==> src/rtl/vector_alu.sv <==
// Lane-wise vector ALU fed by the register file's parallel read ports; computes
// LANES_PER_CYCLE lanes per clock. Define VALU_SAT_EN for signed-saturating VADD/VSUB.
module vector_alu #(
  parameter int LANES           = 16,
  parameter int WIDTH           = 16,
  parameter int LANES_PER_CYCLE = 4
) (
  input  logic                   Clk,
  input  logic                   Rst_n,
  input  logic                   Start,
  input  logic [2:0]             Op,
  input  logic [LANES*WIDTH-1:0] OpA_p,
  input  logic [LANES*WIDTH-1:0] OpB_p,
  input  logic [WIDTH-1:0]       Scalar,
  output logic                   Busy,
  output logic                   Done,
  output logic                   WR_p,
  output logic [LANES*WIDTH-1:0] Result_p,
  output logic [WIDTH-1:0]       Result_s,
  output logic [1:0]             o_dbg_state
);

  localparam int VW   = LANES * WIDTH;
  localparam int IDXW = (LANES > 1) ? $clog2(LANES) : 1;
  localparam logic [IDXW-1:0] LAST_IDX = IDXW'(LANES - LANES_PER_CYCLE);
  localparam logic [IDXW-1:0] STEP     = IDXW'(LANES_PER_CYCLE);

  localparam logic [1:0] S_IDLE = 2'd0;
  localparam logic [1:0] S_EXEC = 2'd1;
  localparam logic [1:0] S_DONE = 2'd2;

  // Handshake: Start is a level request accepted on any edge where the unit is in
  // IDLE or DONE; Done (and WR_p for vector ops) is a single-cycle pulse.
  logic [1:0]       r_state;
  logic [IDXW-1:0]  r_idx;
  logic [2:0]       r_op;
  logic [VW-1:0]    r_a;
  logic [VW-1:0]    r_b;
  logic [WIDTH-1:0] r_scalar;
  logic [VW-1:0]    r_shadow;
  logic [WIDTH-1:0] r_acc;
  logic [VW-1:0]    r_result_p;
  logic [WIDTH-1:0] r_result_s;

  logic             w_capture;
  logic             w_is_red;
  logic [VW-1:0]    w_shadow_next;
  logic [WIDTH-1:0] w_acc_next;
  logic [WIDTH-1:0] w_ga [LANES_PER_CYCLE];
  logic [WIDTH-1:0] w_gb [LANES_PER_CYCLE];
  logic [WIDTH-1:0] w_gr [LANES_PER_CYCLE];

  // Reductions reuse the lane datapath: VSUM passes A through, VDOT yields low(A*B).
  function automatic logic [WIDTH-1:0] f_lane(input logic [2:0] op,
                                              input logic [WIDTH-1:0] a,
                                              input logic [WIDTH-1:0] b,
                                              input logic [WIDTH-1:0] s);
    logic signed [WIDTH:0] ssum;
    ssum = '0;
    case (op)
`ifdef VALU_SAT_EN
      3'b000, 3'b001: begin
        if (op == 3'b000) ssum = $signed({a[WIDTH-1], a}) + $signed({b[WIDTH-1], b});
        else              ssum = $signed({a[WIDTH-1], a}) - $signed({b[WIDTH-1], b});
        if (ssum[WIDTH] != ssum[WIDTH-1])
          f_lane = ssum[WIDTH] ? {1'b1, {(WIDTH-1){1'b0}}} : {1'b0, {(WIDTH-1){1'b1}}};
        else
          f_lane = ssum[WIDTH-1:0];
      end
`else
      3'b000:  f_lane = a + b;
      3'b001:  f_lane = a - b;
`endif
      3'b010:  f_lane = a & b;
      3'b011:  f_lane = a | b;
      3'b100:  f_lane = a * s;
      3'b101:  f_lane = a * b;
      3'b110:  f_lane = a;
      default: f_lane = a * b;
    endcase
  endfunction

  assign w_capture = Start && ((r_state == S_IDLE) || (r_state == S_DONE));
  assign w_is_red  = r_op[2] & r_op[1];

  always_comb begin
    w_shadow_next = r_shadow;
    w_acc_next    = r_acc;
    for (int j = 0; j < LANES_PER_CYCLE; j++) begin
      w_ga[j] = '0;
      w_gb[j] = '0;
      for (int i = 0; i < LANES; i++) begin
        if (IDXW'(i) == r_idx + IDXW'(j)) begin
          w_ga[j] = r_a[i*WIDTH +: WIDTH];
          w_gb[j] = r_b[i*WIDTH +: WIDTH];
        end
      end
      w_gr[j]    = f_lane(r_op, w_ga[j], w_gb[j], r_scalar);
      w_acc_next = w_acc_next + w_gr[j];
      for (int i = 0; i < LANES; i++) begin
        if (IDXW'(i) == r_idx + IDXW'(j)) w_shadow_next[i*WIDTH +: WIDTH] = w_gr[j];
      end
    end
  end

  always_ff @(posedge Clk or negedge Rst_n) begin
    if (!Rst_n) begin
      r_state    <= S_IDLE;
      r_idx      <= '0;
      r_op       <= '0;
      r_a        <= '0;
      r_b        <= '0;
      r_scalar   <= '0;
      r_shadow   <= '0;
      r_acc      <= '0;
      r_result_p <= '0;
      r_result_s <= '0;
    end else if (w_capture) begin
      r_state  <= S_EXEC;
      r_idx    <= '0;
      r_acc    <= '0;
      r_op     <= Op;
      r_a      <= OpA_p;
      r_b      <= OpB_p;
      r_scalar <= Scalar;
    end else begin
      case (r_state)
        S_EXEC: begin
          r_shadow <= w_shadow_next;
          r_acc    <= w_acc_next;
          r_idx    <= r_idx + STEP;
          if (r_idx == LAST_IDX) begin
            r_state <= S_DONE;
            if (w_is_red) r_result_s <= w_acc_next;
            else          r_result_p <= w_shadow_next;
          end
        end
        S_DONE:  r_state <= S_IDLE;
        default: r_state <= S_IDLE;
      endcase
    end
  end

  assign Busy        = (r_state == S_EXEC);
  assign Done        = (r_state == S_DONE);
  assign WR_p        = Done && !w_is_red;
  assign Result_p    = r_result_p;
  assign Result_s    = r_result_s;
  assign o_dbg_state = r_state;

endmodule

==> config.mk <==
export PLATFORM = sky130hd
export DESIGN_NAME = vector_alu
export DESIGN_NICKNAME = d
export VERILOG_FILES = /design/src/rtl/vector_alu.sv
export SDC_FILE = /design/constraint.sdc
export NUM_CORES = 2
export LEC_CHECK = 0
export ABC_AREA = 1
export ABC_CLOCK_PERIOD_IN_PS = 13100
export BUFFER_PORTS_ARGS = -buffer_cell sky130_fd_sc_hd__clkbuf_2
export CORE_ASPECT_RATIO = 1.1
export CORE_MARGIN = 2
export CORE_UTILIZATION = 25
export CTS_BUF_LIST = sky130_fd_sc_hd__clkbuf_4 sky130_fd_sc_hd__clkbuf_8
export DETAILED_ROUTE_END_ITERATION = 10
export MAX_ROUTING_LAYER = met4
export PLACE_DENSITY_LB_ADDON = 0.25
export SLEW_MARGIN = 10
export SYNTH_ARGS = -nofsm -noshare
export SYNTH_HDL_FRONTEND = slang
export SYNTH_SLANG_ARGS = --single-unit
==> constraint.sdc <==
create_clock -name Clk -period 13.1 [get_ports Clk]
set_input_delay 3.275 -clock Clk [delete_from_list [all_inputs] [get_ports Clk]]
set_output_delay 3.275 -clock Clk [all_outputs]
set_load 0.01 [all_outputs]
# After elaboration in Yosys (flattened, before gate mapping)
# Cells that the tools add are included.
[word_totals]
regBits = 1081
in_bits = 534
wordCells = 331
out_inout_bits = 277
[op_classes]
n_addsub = 16
n_bitwise = 11
n_mux = 203
n_eq_ne = 69
multipliers = 8
n_reduce_logical = 14
[op_table]
columns = ["op", "count"]
rows = [
  ["16-bit 2-to-1 mux", 194],
  ["16-bit one-hot mux with 6 select lines", 4],
  ["16-bit adder", 8],
  ["4-bit == test (first input constant)", 32],
  ["16-bit by 16-bit multiplier with 16-bit output", 8],
  ["16-bit bitwise AND", 4],
  ["3-bit by 4-bit == test with 1-bit output (first input constant)", 16],
  ["16-bit OR", 4],
  ["16-bit subtractor", 4],
  ["2-bit by 4-bit == test with 1-bit output (first input constant)", 8],
  ["1-bit by 4-bit == test with 1-bit output (first input constant)", 4],
  ["4-bit logical NOT", 4],
  ["4-bit by 2-bit adder with 4-bit output (second input constant)", 2],
  ["4-bit 2-to-1 mux", 2],
  ["4-bit AND reduction", 2],
  ["3-bit by 2-bit == test with 1-bit output (second input constant)", 2],
  ["3-bit == test (second input constant)", 2],
  ["2-bit 2-to-1 mux", 3],
  ["4-bit by 1-bit adder with 4-bit output (second input constant)", 1],
  ["4-bit by 3-bit adder with 4-bit output (second input constant)", 1],
  ["4-bit == test (second input constant)", 1],
  ["3-bit by 1-bit == test with 1-bit output (second input constant)", 1],
  ["3-bit logical NOT", 1],
  ["3-bit by 1-bit != test with 1-bit output (second input constant)", 1],
  ["10 further kinds", 12],
]

# Depth between registers and ports, before layout
[depth]
depth_word = 25
ltp_mapped = 58
mapped_depth_nobuf = 54

# Worst setup path after synthesis
# Ideal clock, no wire load.
[synth_timing]
path_type = "register to register"
startpoint = "register r_idx[2]"
endpoint = "register r_result_s[15], in the netlist Result_s[15]"
slack_ps = 3823
arrival_ps = 9164
setup_ps = 113
period_less_slack_ps = 9277
stages_incl_launch_ff = 48
path_cell_list = "dfrtp_1 inv_1 ha_1 inv_2 nor2_4 buf_2 nand2_1 nand2_1 nand2_1 a21boi_0 clkbuf_1 nand2_1 fa_1 inv_1 fa_1 inv_1 fa_1 fa_1 [12 not listed] and2_0 inv_1 fa_1 fa_1 fa_1 ha_1 nand2_1 or2_2 nand4_1 nand4_1 nand3_1 nand2_1 nand2_1 nand2_1 nand2_1 nand3_1 nand2_1 inv_1"
[synth_via]
elab_chain_cells = 23
elab_cells_between_ends = 229
[synth_rtl]
columns = ["element", "line_no", "source"]
rows = [
  ["from (decl)", "35", "logic [IDXW-1:0] r_idx;"],
  ["from (signal assigned)", "131", "r_idx <= r_idx + STEP;"],
  ["4-bit logical NOT / 4-bit by 1-bit adder with 4-bit output (equally long branches)", "93", "if (IDXW'(i) == r_idx + IDXW'(j)) begin"],
  ["16-bit 2-to-1 mux / 4-bit logical NOT (equally long branches)", "93", ""],
  ["16-bit 2-to-1 mux (15 in a row)", "93", ""],
  ["16-bit by 16-bit multiplier with 16-bit output (tied with other cells)", "77, 79", ""],
  ["16-bit one-hot mux with 6 select lines (tied with other cells)", "60", "case (op)"],
  ["16-bit adder / 16-bit one-hot mux with 6 select lines (equally long branches)", "99, 60", ""],
  ["16-bit adder (3 in a row)", "99", "w_acc_next = w_acc_next + w_gr[j];"],
  ["to (signal assigned)", "134", "if (w_is_red) r_result_s <= w_acc_next;"],
  ["to (decl)", "43", "logic [WIDTH-1:0] r_result_s;"],
]
# Several ways; a longest one is shown, not always the timed one.
# A chain may end at the register's enable or synchronous reset.

# Worst setup path in the final report
[layout_timing]
startpoint = "register r_idx[3]"
endpoint = "register r_result_s[15], in the netlist Result_s[15]"
# Same word-level chain as after synthesis.

==> results.txt <==
status = completed
count leader, synth = nand2_1
vias in the first global route = 73400
Post-Synth Adder-Cell Area = 23.8%
IO Pins = 811
post-CTS setup buffer count = 0
flops & latches, synth = 1015
Chip Width = 555 um
# clock sinks = 1015
CP top delay family = adder cells
Post-Synthesis Cells = 10200
setup TNS = 0 ps
Buffers & Inverters on Critical Path = 8
Pins Over Slew Limit = 0
placed cell count = 15100
Ys Warns = 0
multi-input logic area = 0.0507 mm^2
grt total ovfl = 0
Crit. End Element = flip-flop
DRC viols = 0
Final GP Congestion = 0.939
hold violation count in the final report = 0
Max stage delay cell, worst path = a21oi_1
minimum clock period = 11840 ps
CTS Buffer Depth = 4
Register Area = 0.0254 mm^2
largest family of logic cells by synthesized area = adder cells
Seq/Total Area, Yosys = 30.5%
CTS H-tree depth = 4
initial antenna violation count = 66
HP Class = reg -> reg
Max Cap Violations = 0
period utilization = 90.4%
Synth top cells by count = 2573 x nand2_1, 1395 x inv_1, 1015 x dfrtp_1
cts hold-fix bufs = 0
Die Area = 0.338 mm^2
Worst Path Required = 14000 ps
PortBufs = 810
Initial Util = 25.1%
Setup Skew = 137 ps
hold depth = 2
hold_ws = 468 ps
top post-synthesis cells by area = dfrtp_1 30%, fa_1 17%, nand2_1 12%
Worst Hold End = r_shadow[10]
first-pass GRT wire length = 521000 um
simple-gate share of the synthesized area = 19.0%
area leader, netlist = dfrtp_1
share of post-route cells with drive strength above 1 = 18.1%
xor-xnor portion of the synthesized cell area = 1.64%
CTS tree = done
RR Endpoint = Result_s[15]
Die Y = 610 um
Most common cell on crit path = nand2_1
Worst-path clk slew = 60 ps
worst slew pin tran = 1320 ps
P&R area growth vs syn = 16.3%
reg2reg start = r_idx[3]
Async SR Flop Fraction = 100%
drt initial violations = 5329
CP max stage delay = 780 ps
Final #Nets = 12600
fin cells = 15400
Worst Reg-to-Reg Cells = 47
Netlist cell types = 57
post-synthesis compound-gate area fraction = 9.26%
Post-synth EDFFs = 0
critical path arrival = 12740 ps
mux contribution to synthesized area = 6.75%
row count = 222
syn nets = 11900
clock latency on the worst-skew pair = 1040 ps
Top FF cell, synth = dfrtp_1
Max-Slew Margin vs Limit = 11.3%
Detail Route Antenna Nets = 0
crit path launch type = flip-flop
core area = 0.332 mm^2
Inserted Clock Buffers = 189
post-cts sizing count = 0
DR vias/cell = 4.69
f_max = 0.0845 GHz
global-route usage over all layers = 21.7%
Crit Path Category = reg -> reg
final setup fails = 0
post-synth top area share = 30.5%
Mapped Avg Cell Area = 8.18 um^2
fillers = 36200
DP HPWL = 279000 um
hold path start = r_shadow[10]
Crit Path Max Fanout = 29
drt first pass iters = 5
largest net degree at the start of global routing = 231
mapped cell area = 0.0834 mm^2
CTS Root Cell = clkbuf_8
Post-Route WL = 361000 um
r2r setup slk = 1260 ps
Wirelength per Cell = 23.4 um
RSZ-0062 raised after global routing = no
vias post-DR = 72500
-- stage by stage --
step | setup slack, ps | area [um^2] | util (%)
after global routing | 683 | 96900 | 29.2
after floorplan | 3820 | 83400 | -
final | 1260 | 96900 | 29.2
after CTS | 1410 | 96800 | 29.1
after global placement | 1410 | 92800 | 27.9
after detailed placement | 1330 | 92800 | 27.9
-- worst reg2reg max path: cells and delay by family (launching register included) --
kind	cells	cell delay (ps)
adders and majority gates	12	5050
AOI/OAI and AO/OA	7	1790
buffers and inverters	8	1760
DFF	1	450
and+or+nand+nor	20	2770
-- flip-flops by register name, summed over array words and instances, names as in the netlist --
| register | count |
|---|---|
| r_a | 256 |
| r_op | 3 |
| Result_p | 256 |
| o_dbg_state | 2 |
| r_idx | 2 |
| r_shadow | 192 |
| r_acc | 16 |
| Result_s | 16 |
| r_scalar | 16 |
| r_b | 256 |
-- layout make-up --
class / instances / share of cell area [%]
clock inverters: 24 / 0.408
clock buffers: 293 / 3.77
multi-input cells: 7209 / 52.3
diodes: 56 / 0.145
well taps: 4368 / 5.64
flip-flops and latches: 1015 / 26.2
inverters: 1472 / 5.72
repair buffers: 1003 / 5.83
-- layout by cell type (no fill, tap or decap), types with 23 or more instances in the layout --
master,n
a31oi_1,26
diode_2,56
xnor2_1,53
a21oi_1,382
nor2_1,830
or2_2,69
xor2_1,103
nand2_1,2571
o21ai_1,80
o21bai_1,30
mux2_2,486
clkinv_1,29
fa_1,688
o21ai_0,713
inv_2,48
clkbuf_2,809
dfrtp_1,1015
nand4_1,41
buf_4,182
nand3b_1,44
nor3_1,23
nand3_1,346
o211ai_1,30
inv_1,1390
ha_1,480
clkbuf_4,61
clkbuf_8,232
-- logic make-up after synthesis --
| logic type | Yosys count |
|---|---|
| AO/OA/AOI/OAI | 1415 |
| XOR/XNOR | 156 |
| adder cells (fa/ha/maj) | 1173 |
| buffers and inverters | 1965 |
| flip-flops | 1015 |
| multiplexers | 501 |
| AND/OR/NAND/NOR | 3964 |
-- per-layer routing --
layer  routed length, um  vias up  GRT usage [%]
met4               16500        0           8.49
met2              173000     2450           36.0
li1                    -    33600              -
met1              149000    35800           26.2
met3               22800      585           3.76
met5                   0        -              -
-- worst max-delay path by stage --
stage / from / endpoint / slack, ps / cells after the start
floorplan: r_idx[2] / Result_s[15] / 3820 / 47
global placement: r_idx[2] / r_acc[15] / 1410 / 47
detailed placement: r_idx[3] / Result_s[15] / 1330 / 47
CTS: r_idx[3] / Result_s[15] / 1410 / 47
global route: r_idx[2] / Result_s[15] / 680 / 47
finish: r_idx[3] / Result_s[15] / 1260 / 47
Power is not shown: default switching activity piles up to over one toggle a cycle in this logic, so the estimate is an artifact.
